--- src/rtl/reg_file_mp_pkg.sv ---
// Shared types and helpers for the multi-port register file.
// Write-port priority for bypass lives here so every read port resolves it identically.
package reg_file_mp_pkg;

  localparam int RF_DATA_W = 32;
  localparam int RF_ADDR_W = 5;

  typedef logic [RF_ADDR_W-1:0] rf_addr_t;
  typedef logic [RF_DATA_W-1:0] rf_data_t;

  localparam rf_addr_t RF_ZERO_ADDR = '0;

  typedef struct packed {
    logic hit;
    logic idx;
  } rf_fwd_t;

  // Port 1 outranks port 0, matching the write-collision rule in the array.
  function automatic rf_fwd_t rf_fwd(input logic [1:0] hit);
    rf_fwd_t r;
    r.hit = |hit;
    r.idx = hit[1];
    return r;
  endfunction

endpackage

--- src/rtl/reg_file_mp_if.sv ---
// Bus bundle between the pipeline (decode/writeback) and the register file.
interface reg_file_mp_if #(
  parameter int DATA_W = 32,
  parameter int ADDR_W = 5,
  parameter int N_RD   = 2,
  parameter int N_WR   = 1
);
  logic [N_RD-1:0]        rd_en;
  logic [N_RD*ADDR_W-1:0] rd_addr;
  logic [N_RD*DATA_W-1:0] rd_data;
  logic [N_RD-1:0]        rd_valid;
  logic [N_RD-1:0]        rd_busy;
  logic [N_WR-1:0]        wr_en;
  logic [N_WR*ADDR_W-1:0] wr_addr;
  logic [N_WR*DATA_W-1:0] wr_data;
  logic                   alloc_en;
  logic [ADDR_W-1:0]      alloc_addr;
  logic [2**ADDR_W-1:0]   busy_vec;

  modport master (
    output rd_en, rd_addr, wr_en, wr_addr, wr_data, alloc_en, alloc_addr,
    input  rd_data, rd_valid, rd_busy, busy_vec
  );

  modport slave (
    input  rd_en, rd_addr, wr_en, wr_addr, wr_data, alloc_en, alloc_addr,
    output rd_data, rd_valid, rd_busy, busy_vec
  );
endinterface

--- src/rtl/reg_file_mp_rf_scoreboard.sv ---
// Per-register pending bits: alloc sets, write clears, set wins on a same-cycle tie.
// Also exposes the post-clear/pre-alloc view that read ports report as rd_busy.
module rf_scoreboard #(
  parameter int ADDR_W   = 5,
  parameter int ZERO_REG = 1
) (
  input  logic                 clk,
  input  logic                 reset,
  input  logic [2**ADDR_W-1:0] clr,
  input  logic                 alloc_en,
  input  logic [ADDR_W-1:0]    alloc_addr,
  output logic [2**ADDR_W-1:0] pend_cleared,
  output logic [2**ADDR_W-1:0] busy_vec
);
  localparam int DEPTH = 2**ADDR_W;

  logic [DEPTH-1:0] pending;
  logic [DEPTH-1:0] set_vec;
  logic [DEPTH-1:0] pending_next;

  always_comb begin
    set_vec      = '0;
    pend_cleared = pending & ~clr;
    if (alloc_en)
      set_vec[alloc_addr] = 1'b1;
    pending_next = pend_cleared | set_vec;
    if (ZERO_REG != 0) begin
      pend_cleared[0] = 1'b0;
      pending_next[0] = 1'b0;
    end
  end

  always_ff @(posedge clk or negedge reset) begin
    if (!reset)
      pending <= '0;
    else
      pending <= pending_next;
  end

  assign busy_vec = pending;
endmodule

--- src/rtl/reg_file_mp.sv ---
// Multi-port register file: clocked writes, registered reads with same-cycle bypass,
// optional hardwired zero register, and a pending-bit scoreboard for in-flight results.
module reg_file_mp
  import reg_file_mp_pkg::*;
#(
  parameter int DATA_W   = 32,
  parameter int ADDR_W   = 5,
  parameter int N_RD     = 2,
  parameter int N_WR     = 1,
  parameter int ZERO_REG = 1,
  parameter int BYPASS   = 1
) (
  input  logic          clk,
  input  logic          reset,
  reg_file_mp_if.slave  bus
);
  localparam int DEPTH = 2**ADDR_W;

  logic [DATA_W-1:0] regs [DEPTH];
  logic [DEPTH-1:0]  wr_hit;
  logic [DEPTH-1:0]  pend_cleared;
  logic [DATA_W-1:0] rd_next [N_RD];
  logic [N_RD-1:0]   busy_next;

  rf_scoreboard #(.ADDR_W(ADDR_W), .ZERO_REG(ZERO_REG)) u_sb (
    .clk          (clk),
    .reset        (reset),
    .clr          (wr_hit),
    .alloc_en     (bus.alloc_en),
    .alloc_addr   (bus.alloc_addr),
    .pend_cleared (pend_cleared),
    .busy_vec     (bus.busy_vec)
  );

  always_comb begin
    wr_hit = '0;
    for (int w = 0; w < N_WR; w++)
      if (bus.wr_en[w])
        wr_hit[bus.wr_addr[w*ADDR_W +: ADDR_W]] = 1'b1;
  end

  // Later write ports are applied last, so port 1 wins a same-address collision.
  always_ff @(posedge clk or negedge reset) begin
    if (!reset) begin
      for (int k = 0; k < DEPTH; k++)
        regs[k] <= '0;
    end else begin
      for (int w = 0; w < N_WR; w++)
        if (bus.wr_en[w] &&
            !(ZERO_REG != 0 && bus.wr_addr[w*ADDR_W +: ADDR_W] == ADDR_W'(RF_ZERO_ADDR)))
          regs[bus.wr_addr[w*ADDR_W +: ADDR_W]] <= bus.wr_data[w*DATA_W +: DATA_W];
    end
  end

  always_comb begin
    logic [ADDR_W-1:0] addr;
    logic [1:0]        hit;
    rf_fwd_t           fwd;
    for (int i = 0; i < N_RD; i++) begin
      addr = bus.rd_addr[i*ADDR_W +: ADDR_W];
      hit  = '0;
      for (int w = 0; w < N_WR; w++)
        hit[w] = bus.wr_en[w] && (bus.wr_addr[w*ADDR_W +: ADDR_W] == addr);
      fwd          = rf_fwd(hit);
      rd_next[i]   = regs[addr];
      busy_next[i] = pend_cleared[addr];
      if (BYPASS != 0 && fwd.hit)
        for (int w = 0; w < N_WR; w++)
          if (fwd.idx == 1'(w))
            rd_next[i] = bus.wr_data[w*DATA_W +: DATA_W];
      if (ZERO_REG != 0 && addr == ADDR_W'(RF_ZERO_ADDR))
        rd_next[i] = '0;
    end
  end

  always_ff @(posedge clk or negedge reset) begin
    if (!reset) begin
      bus.rd_data  <= '0;
      bus.rd_valid <= '0;
      bus.rd_busy  <= '0;
    end else begin
      for (int i = 0; i < N_RD; i++) begin
        bus.rd_valid[i] <= bus.rd_en[i];
        if (bus.rd_en[i]) begin
          bus.rd_data[i*DATA_W +: DATA_W] <= rd_next[i];
          bus.rd_busy[i]                  <= busy_next[i];
        end
      end
    end
  end
endmodule
--- src/flat_wrapper.sv ---
// flat-port wrapper written by rule: the top's interface ports become plain ports
module reg_file_mp_flat import reg_file_mp_pkg::*;
#(
  parameter int DATA_W   = 32,
  parameter int ADDR_W   = 5,
  parameter int N_RD     = 2,
  parameter int N_WR     = 1,
  parameter int ZERO_REG = 1,
  parameter int BYPASS   = 1
)
  (clk, reset, bus_rd_en, bus_rd_addr, bus_wr_en, bus_wr_addr, bus_wr_data, bus_alloc_en, bus_alloc_addr, bus_rd_data, bus_rd_valid, bus_rd_busy, bus_busy_vec);
  reg_file_mp_if #(.DATA_W(DATA_W), .ADDR_W(ADDR_W), .N_RD(N_RD), .N_WR(N_WR)) bus_i ();
  input  logic clk;
  input  logic reset;
  input wire logic [$bits(bus_i.rd_en)-1:0] bus_rd_en;
  input wire logic [$bits(bus_i.rd_addr)-1:0] bus_rd_addr;
  input wire logic [$bits(bus_i.wr_en)-1:0] bus_wr_en;
  input wire logic [$bits(bus_i.wr_addr)-1:0] bus_wr_addr;
  input wire logic [$bits(bus_i.wr_data)-1:0] bus_wr_data;
  input wire logic [$bits(bus_i.alloc_en)-1:0] bus_alloc_en;
  input wire logic [$bits(bus_i.alloc_addr)-1:0] bus_alloc_addr;
  output wire logic [$bits(bus_i.rd_data)-1:0] bus_rd_data;
  output wire logic [$bits(bus_i.rd_valid)-1:0] bus_rd_valid;
  output wire logic [$bits(bus_i.rd_busy)-1:0] bus_rd_busy;
  output wire logic [$bits(bus_i.busy_vec)-1:0] bus_busy_vec;
  assign bus_i.rd_en = bus_rd_en;
  assign bus_i.rd_addr = bus_rd_addr;
  assign bus_i.wr_en = bus_wr_en;
  assign bus_i.wr_addr = bus_wr_addr;
  assign bus_i.wr_data = bus_wr_data;
  assign bus_i.alloc_en = bus_alloc_en;
  assign bus_i.alloc_addr = bus_alloc_addr;
  assign bus_rd_data = bus_i.rd_data;
  assign bus_rd_valid = bus_i.rd_valid;
  assign bus_rd_busy = bus_i.rd_busy;
  assign bus_busy_vec = bus_i.busy_vec;
  reg_file_mp #(.DATA_W(DATA_W), .ADDR_W(ADDR_W), .N_RD(N_RD), .N_WR(N_WR), .ZERO_REG(ZERO_REG), .BYPASS(BYPASS)) u_core (.clk(clk), .reset(reset), .bus(bus_i));
endmodule
--- config.mk ---
export PLATFORM = sky130hd
export DESIGN_NAME = reg_file_mp_flat
export DESIGN_NICKNAME = d
export VERILOG_FILES = /design/src/rtl/reg_file_mp_pkg.sv /design/src/rtl/reg_file_mp_if.sv /design/src/rtl/reg_file_mp_rf_scoreboard.sv /design/src/rtl/reg_file_mp.sv /design/src/flat_wrapper.sv
export SDC_FILE = /design/constraint.sdc
export NUM_CORES = 2
export LEC_CHECK = 0
export BUFFER_PORTS_ARGS = -buffer_cell sky130_fd_sc_hd__clkbuf_2
export CAP_MARGIN = 10
export CORE_ASPECT_RATIO = 0.6
export CORE_MARGIN = 2
export CORE_UTILIZATION = 45
export DETAILED_ROUTE_END_ITERATION = 8
export PLACE_DENSITY = 0.67
export SETUP_SLACK_MARGIN = 0.1
export SYNTH_ARGS = -nofsm -noshare
export SYNTH_HDL_FRONTEND = slang
export SYNTH_SLANG_ARGS = --single-unit
--- constraint.sdc ---
create_clock -name clk -period 1.5 [get_ports clk]
set_clock_uncertainty 0.05 [all_clocks]
set_input_delay 0.075 -clock clk [delete_from_list [all_inputs] [get_ports clk]]
set_output_delay 0.075 -clock clk [all_outputs]
set_load 0.1 [all_outputs]
* After elaboration in Yosys (flattened, before gate mapping)
Index checks and enable logic that the tools add are counted.
** Storage, ports and cells
- Register bits :: 1123
- Bits of input ports :: 58
- Word-level logic and storage cells :: 89
** Cells by class
- Order comparisons :: 10
- Equal/unequal tests :: 2
- Multiplexer cells :: 23
- Bitwise gates (word level) :: 6
- Reductions and logical operators :: 10
** Operator list (number)
- 1024-bit bitwise mux :: 1
- 32-bit two-way mux :: 11
- 32-bit binary-select mux with 5-bit select :: 2
- 32-bit demux with 5-bit select :: 1
- 32-bit AND :: 1
- 32-bit NOT :: 1
- 32-bit OR :: 1
- 5-bit by 6-bit less-than comparator with 1-bit output (second input constant) :: 4
- 6-bit greater-or-equal comparator (second input constant) :: 3
- 5-bit NOT with 6-bit output :: 3
- 5-bit zero test :: 3
- 1-bit binary-select mux with 5-bit select :: 2
- 1-bit demux with 5-bit select :: 2
- 5-bit equality test :: 2
- 5-bit by 1-bit greater-or-equal comparator with 1-bit output (second input constant) :: 2
- 1-bit logical AND :: 6
- 6-bit by 1-bit less-than comparator with 1-bit output (second input constant) :: 1
- 1-bit two-way mux :: 4
- 1-bit zero test :: 1

* Logic depth before layout (Yosys ltp)
- Depth after elaboration :: 9
- Depth in mapped cells :: 10
- Gate-level depth less buffers :: 7

* Modules after synthesis
Synthesis repeated with hierarchy kept, for this count alone.
** Unflattened totals
- Cells, all modules :: 4860
- Area total of the unflattened synthesis :: 59920.0 sq um
** By module, submodules not included
- reg_file_mp :: times used 1, cells each 4751, area an instance 58567.4 sq um, seq. area each 27326.2 sq um
- rf_scoreboard :: times used 1, cells each 109, area an instance 1352.5 sq um, seq. area each 775.7 sq um

* Least setup slack after synthesis
No wires, ideal clock.
- Path type :: reg-to-reg
- Start point :: register u_core.u_sb.pending[7], in the netlist u_core.u_sb.busy_vec[7]
- End point :: register u_core.bus.rd_busy[1]
- Library setup time :: 94 ps
- Arrival time :: 2121 ps
- Required time :: 1356 ps
- Path slack :: -765 ps
- Stages on the path, launching flop included :: 6
- Clock period less this slack :: 2265 ps
- Cells stage by stage :: dfrtp_1 nand2b_1 mux4_2 o311a_1 o31a_1 a211oi_1
** Between the ends
- Cells in the longest elaborated chain, start to end :: 3
** Ends and longest elaborated chain
- start: declaration :: RTL line reg_file_mp_rf_scoreboard.sv:17 : logic [DEPTH-1:0] pending;
- start signal: assignment :: RTL line reg_file_mp_rf_scoreboard.sv:37 : pending <= pending_next;
- 32-bit AND :: RTL line reg_file_mp_rf_scoreboard.sv:23 : pend_cleared = pending & ~clr;
- 1-bit binary-select mux with 5-bit select :: RTL line reg_file_mp.sv:66 : busy_next[i] = pend_cleared[addr];
- 1-bit two-way mux (implied by the code) :: RTL line reg_file_mp.sv:66
- end signal: indexed assignment :: RTL line reg_file_mp.sv:86 : bus.rd_busy[i] <= busy_next[i];
- end: declaration :: RTL line reg_file_mp_if.sv:27 : output rd_data, rd_valid, rd_busy, busy_vec
Every way passes these cells. The select of a mux whose other input is x is not followed.
A chain may end at the register's enable or synchronous reset.

* Final worst setup path
- Start point :: register u_core.regs[912] (netlist bit)
- End point :: register u_core.bus.rd_data[48]
** Between the ends
- Cells in the longest elaborated chain, start to end :: 5
** Ends and longest elaborated chain
- start: declaration :: RTL line reg_file_mp.sv:19 : logic [DATA_W-1:0] regs [DEPTH];
- start signal: indexed assignment :: RTL line reg_file_mp.sv:51 : regs[bus.wr_addr[w*ADDR_W +: ADDR_W]] <= bus.wr_data[w*DATA_W +: DATA_W];
- 32-bit binary-select mux with 5-bit select :: RTL line reg_file_mp.sv:65 : rd_next[i] = regs[addr];
- 32-bit two-way mux (implied by the code) (2 in a row) :: RTL line reg_file_mp.sv:65
- 32-bit two-way mux :: RTL line reg_file_mp.sv:67 : if (BYPASS != 0 && fwd.hit)
- 32-bit two-way mux :: RTL line reg_file_mp.sv:71 : if (ZERO_REG != 0 && addr == ADDR_W'(RF_ZERO_ADDR))
- end signal: indexed assignment :: RTL line reg_file_mp.sv:85 : bus.rd_data[i*DATA_W +: DATA_W] <= rd_next[i];
- end: declaration :: RTL line reg_file_mp_if.sv:27
Every way passes these cells. The select of a mux whose other input is x is not followed.

==> flow_summary.yaml <==
status:
  run_status: "finished, violations left"
  failed_checks: "negative hold slack, negative setup slack"
power_and_ir_drop:
  combinationalPowerShare_pct: 30.1
  pwr-share-seq_pct: 41.5
  cellPowerDensity_mw_per_mm2: 1330
  switching_share_pct: 30.9
  static-leakage-power_nw: 33.0
  clockPowerShare_pct: 28.4
  vdd_drop_max_mv: 0.882
  internal_power_mw: 68.8
  net-switching-power_mw: 30.8
global_routing:
  overflow: 0
  maximum_number_of_pins_on_one_net_before_global_route_repair: 66
  first_global_vias: 40500
  antenna_found_initial: 8
  global_route.usage.total_pct: 30.3
  global_route_wire_length_before_repair_mm: 295
min_path:
  min_path_cells: 5
  holdCritPathClass: "in -> reg"
synthesis:
  ys_seq_elements: 1123
  avgSynthCellArea_sq_um: 15.4
  synth_flop_cell: "dfrtp_1"
  syn_area_sq_mm: 0.0585
  synthesized_netlist_cell_count: 3804
  synth_fp_nets: 3862
  yosysSeqAreaShare_pct: 48.1
  async_reset_ff_share_pct: 100
  synth_enable_flop_cells: 0
  ys_warn_count: 0
  synth.lib_cells_used.distinct: 52
floorplan:
  floorplan.die.height_um: 283
  rows: 102
  boundaryPins: 158
  fp.dieArea_sq_mm: 0.133
  die_width_um: 469
  start_util_pct: 45.3
  core_region_area_sq_mm: 0.129
job:
  number_of_max_cap_violations: 0
worst_setup_path:
  required_ns: 2.06
  worstSetupPathType: "reg -> reg"
  critical_path_max_stage_delay_ns: 0.56
  worstPathMaxFanout: 3
  cp.depth: 5
  crit_chain: "mux4_2 -> mux4_2 -> mux2i_4 -> buf_6 -> o21ai_2"
  cp-end-kind: "flop"
  path_delay_family: "multiplexers"
  arrival_ns: 2.63
  crit_path_frequent_cell: "mux4_2"
  slowest_stage: "mux4_2"
  cp.buffers_inverters: 1
  cells_on_worst_reg2reg_path: 5
  cp-start-kind: "flop"
cts:
  cts_root_buf: "clkbuf_16"
  h-tree-depth: 3
  clock-sinks: 1123
  clkTransAtPathRegs_ns: 0.07
  worstSkewPairLatency_ns: 0.74
  clock_tree.buffer_depth: 3
  tritoncts_clock_tree: "built"
  tritoncts.num_buffers: 105
timing:
  final.hold.worst_slack_ns: -0.0451
  fin_crit_share_pct: 138
  grt_setup_unrepaired: "true"
  final.setup.tns_ns: -24.05
  post-route-min-period_ns: 2.07
  final_critical_path_setup_slack_ns: -0.569
  timing.fmax_mhz: 483
  final_setup_fails: 120
  slew_viol_final: 0
  max_slew.worst_pin.slew_ns: 0.781
  worst_slew_margin_rel_pct: 47.9
  final_hold_viol_count: 3
routing:
  post-route-drc-count: 0
  route.detailed.vias_per_inst: 6.41
  route.vias.total: 39800
  drt_iter0_drc: 4590
  firstDrtPassIters: 5
  routed_wirelength_mm: 201
  route.detailed.wl_per_inst_um: 32.4
  detail-route-antenna-nets: 0
placement:
  placed_cell_area_sq_mm: 0.0680
  gp_congestion: 0.917
  placed_cells_incl_taps: 5884
  io_buffers: 156
  hpwlAfterDp_mm: 129
finish:
  synthToLayoutAreaGrowth_pct: 27.9
  layout.core_utilization_pct: 58.0
  instances_no_fill: 6206
  layout.nets: 4457
  post_route_cells_drive_above_1_share_pct: 61.0
  fin_area_sq_mm: 0.0748
kinds of logic (layout without fill, tap and decap cells):
logic type	count (synthesis)	after routing	synth area share [%]
buf+inv	426	1111	2.88
other cells	1	2	0.00641
compound gates	215	215	2.01
mux	1642	1642	43.8
simple gates	387	387	3.06
xor+xnor	10	10	0.150
flops	1123	1123	48.1
metal layers:
metal  global-route usage, %  vias to the layer above  routed length [um]  part of all wire (%)
met5                       0                        -                  70                 0.035
met2                    46.2                     1967               91600                    46
met1                    43.5                    21600               84300                    42
met3                    6.96                      373               17800                   8.9
met4                    9.46                       10                7450                   3.7
li1                        -                    15800                   -                     -
power by group through the flow:
stage / clock, mW / combinational (mW) / sequential, mW
final: 28.3 / 30.0 / 41.4
after global routing: 29.9 / 31.4 / 42.0
after CTS: 28.6 / 29.5 / 41.1
after detailed placement: 0 / 26.4 / 41.3
after global placement: 0 / 25.9 / 41.1
after floorplan: 0 / 14.5 / 44.2
area by class of cell:
| class | count | area, sq um |
|---|---|---|
| timing repair buffer | 909 | 10900 |
| inverter | 5 | 25.0 |
| sequential | 1123 | 28200 |
| clock buffer | 153 | 3090 |
| fill | 9753 | 54200 |
| tap | 1716 | 2150 |
| antenna | 1 | 2.50 |
| clock inverter | 44 | 493 |
| multi-input combinational | 2255 | 29900 |
state kept, by name, indices dropped and copies added, names as in the netlist:
| name | count |
|---|---|
| u_core.u_sb.busy_vec | 31 |
| u_core.bus.rd_busy | 2 |
| u_core.regs | 1024 |
| u_core.bus.rd_data | 64 |
| u_core.bus.rd_valid | 2 |
synthesized netlist by cell type, drive strengths merged (8+ instances only):
cell type | instances | share of area, %
dfrtp | 1123 | 48
mux4 | 642 | 25
nor2 | 23 | 0.15
mux2i | 70 | 1.2
o21ai | 112 | 0.96
nand3 | 14 | 0.12
a21oi | 72 | 0.62
mux2 | 930 | 18
nand2b | 8 | 0.086
clkbuf | 305 | 2.0
xor2 | 8 | 0.12
buf | 116 | 0.89
nand2 | 240 | 1.5
nor2b | 71 | 0.76
worst paths after layout:
path	startpoint	endpoint	slack [ns]
hold reg to reg	u_core.regs[995]	u_core.regs[995]	0.34
setup / recovery	u_core.regs[912]	u_core.bus.rd_data[48]	-0.57
setup reg to reg	u_core.regs[912]	u_core.bus.rd_data[48]	-0.57
max in group asynchronous	reset	u_core.regs[1014]	0.59
hold / removal	bus_wr_addr[2]	u_core.u_sb.busy_vec[5]	-0.05
min in group asynchronous	reset	u_core.regs[273]	0.22
layout by cell type, fill, tap and decap left out, types with 8 or more instances in the layout:
cell	instances
a21oi_1	72
dfrtp_1	1070
nor2_4	15
mux2_4	202
nand2_4	14
o21ai_1	61
clkinv_2	23
o21ai_2	10
buf_6	29
o21ai_0	41
clkbuf_2	47
mux4_2	642
nand3_1	14
mux2i_1	56
buf_12	206
bufinv_16	8
clkbuf_1	22
buf_4	488
nand2_1	219
clkbuf_16	181
clkbuf_8	24
mux2_2	728
dfrtp_2	49
dlygate4sd3_1	50
xor2_1	8
nor2b_1	70
per-stage QoR:
stage / hold slack [ns] / worst slack (ns) / power (mW)
3_5_place_dp: -0.000728 / -0.857 / 67.7
5_1_grt: -0.0693 / -0.567 / 103
6_report: -0.0451 / -0.569 / 99.7
4_1_cts: -0.126 / -0.510 / 99.3
3_3_place_gp: 0.00598 / -0.890 / 67.0
2_1_floorplan: -0.271 / -0.368 / 58.7
timing repair:
item	in CTS	in global routing
gates resized for setup	360	51
hold buffers	54	1
hold endpoints to repair	1267	4
endpoints found under the setup margin	165	362
gates cloned	0	2
pin swaps	7	3
setup buffers	42	25
worst reg2reg max path, stage by stage, from the launching register on:
cell and delay [ns]:
dfrtp_1 0.42, mux4_2 0.56, mux4_2 0.50, mux2i_4 0.25, buf_6 0.14, o21ai_2 0.04
No activity file was read; power rests on OpenSTA's default activity.
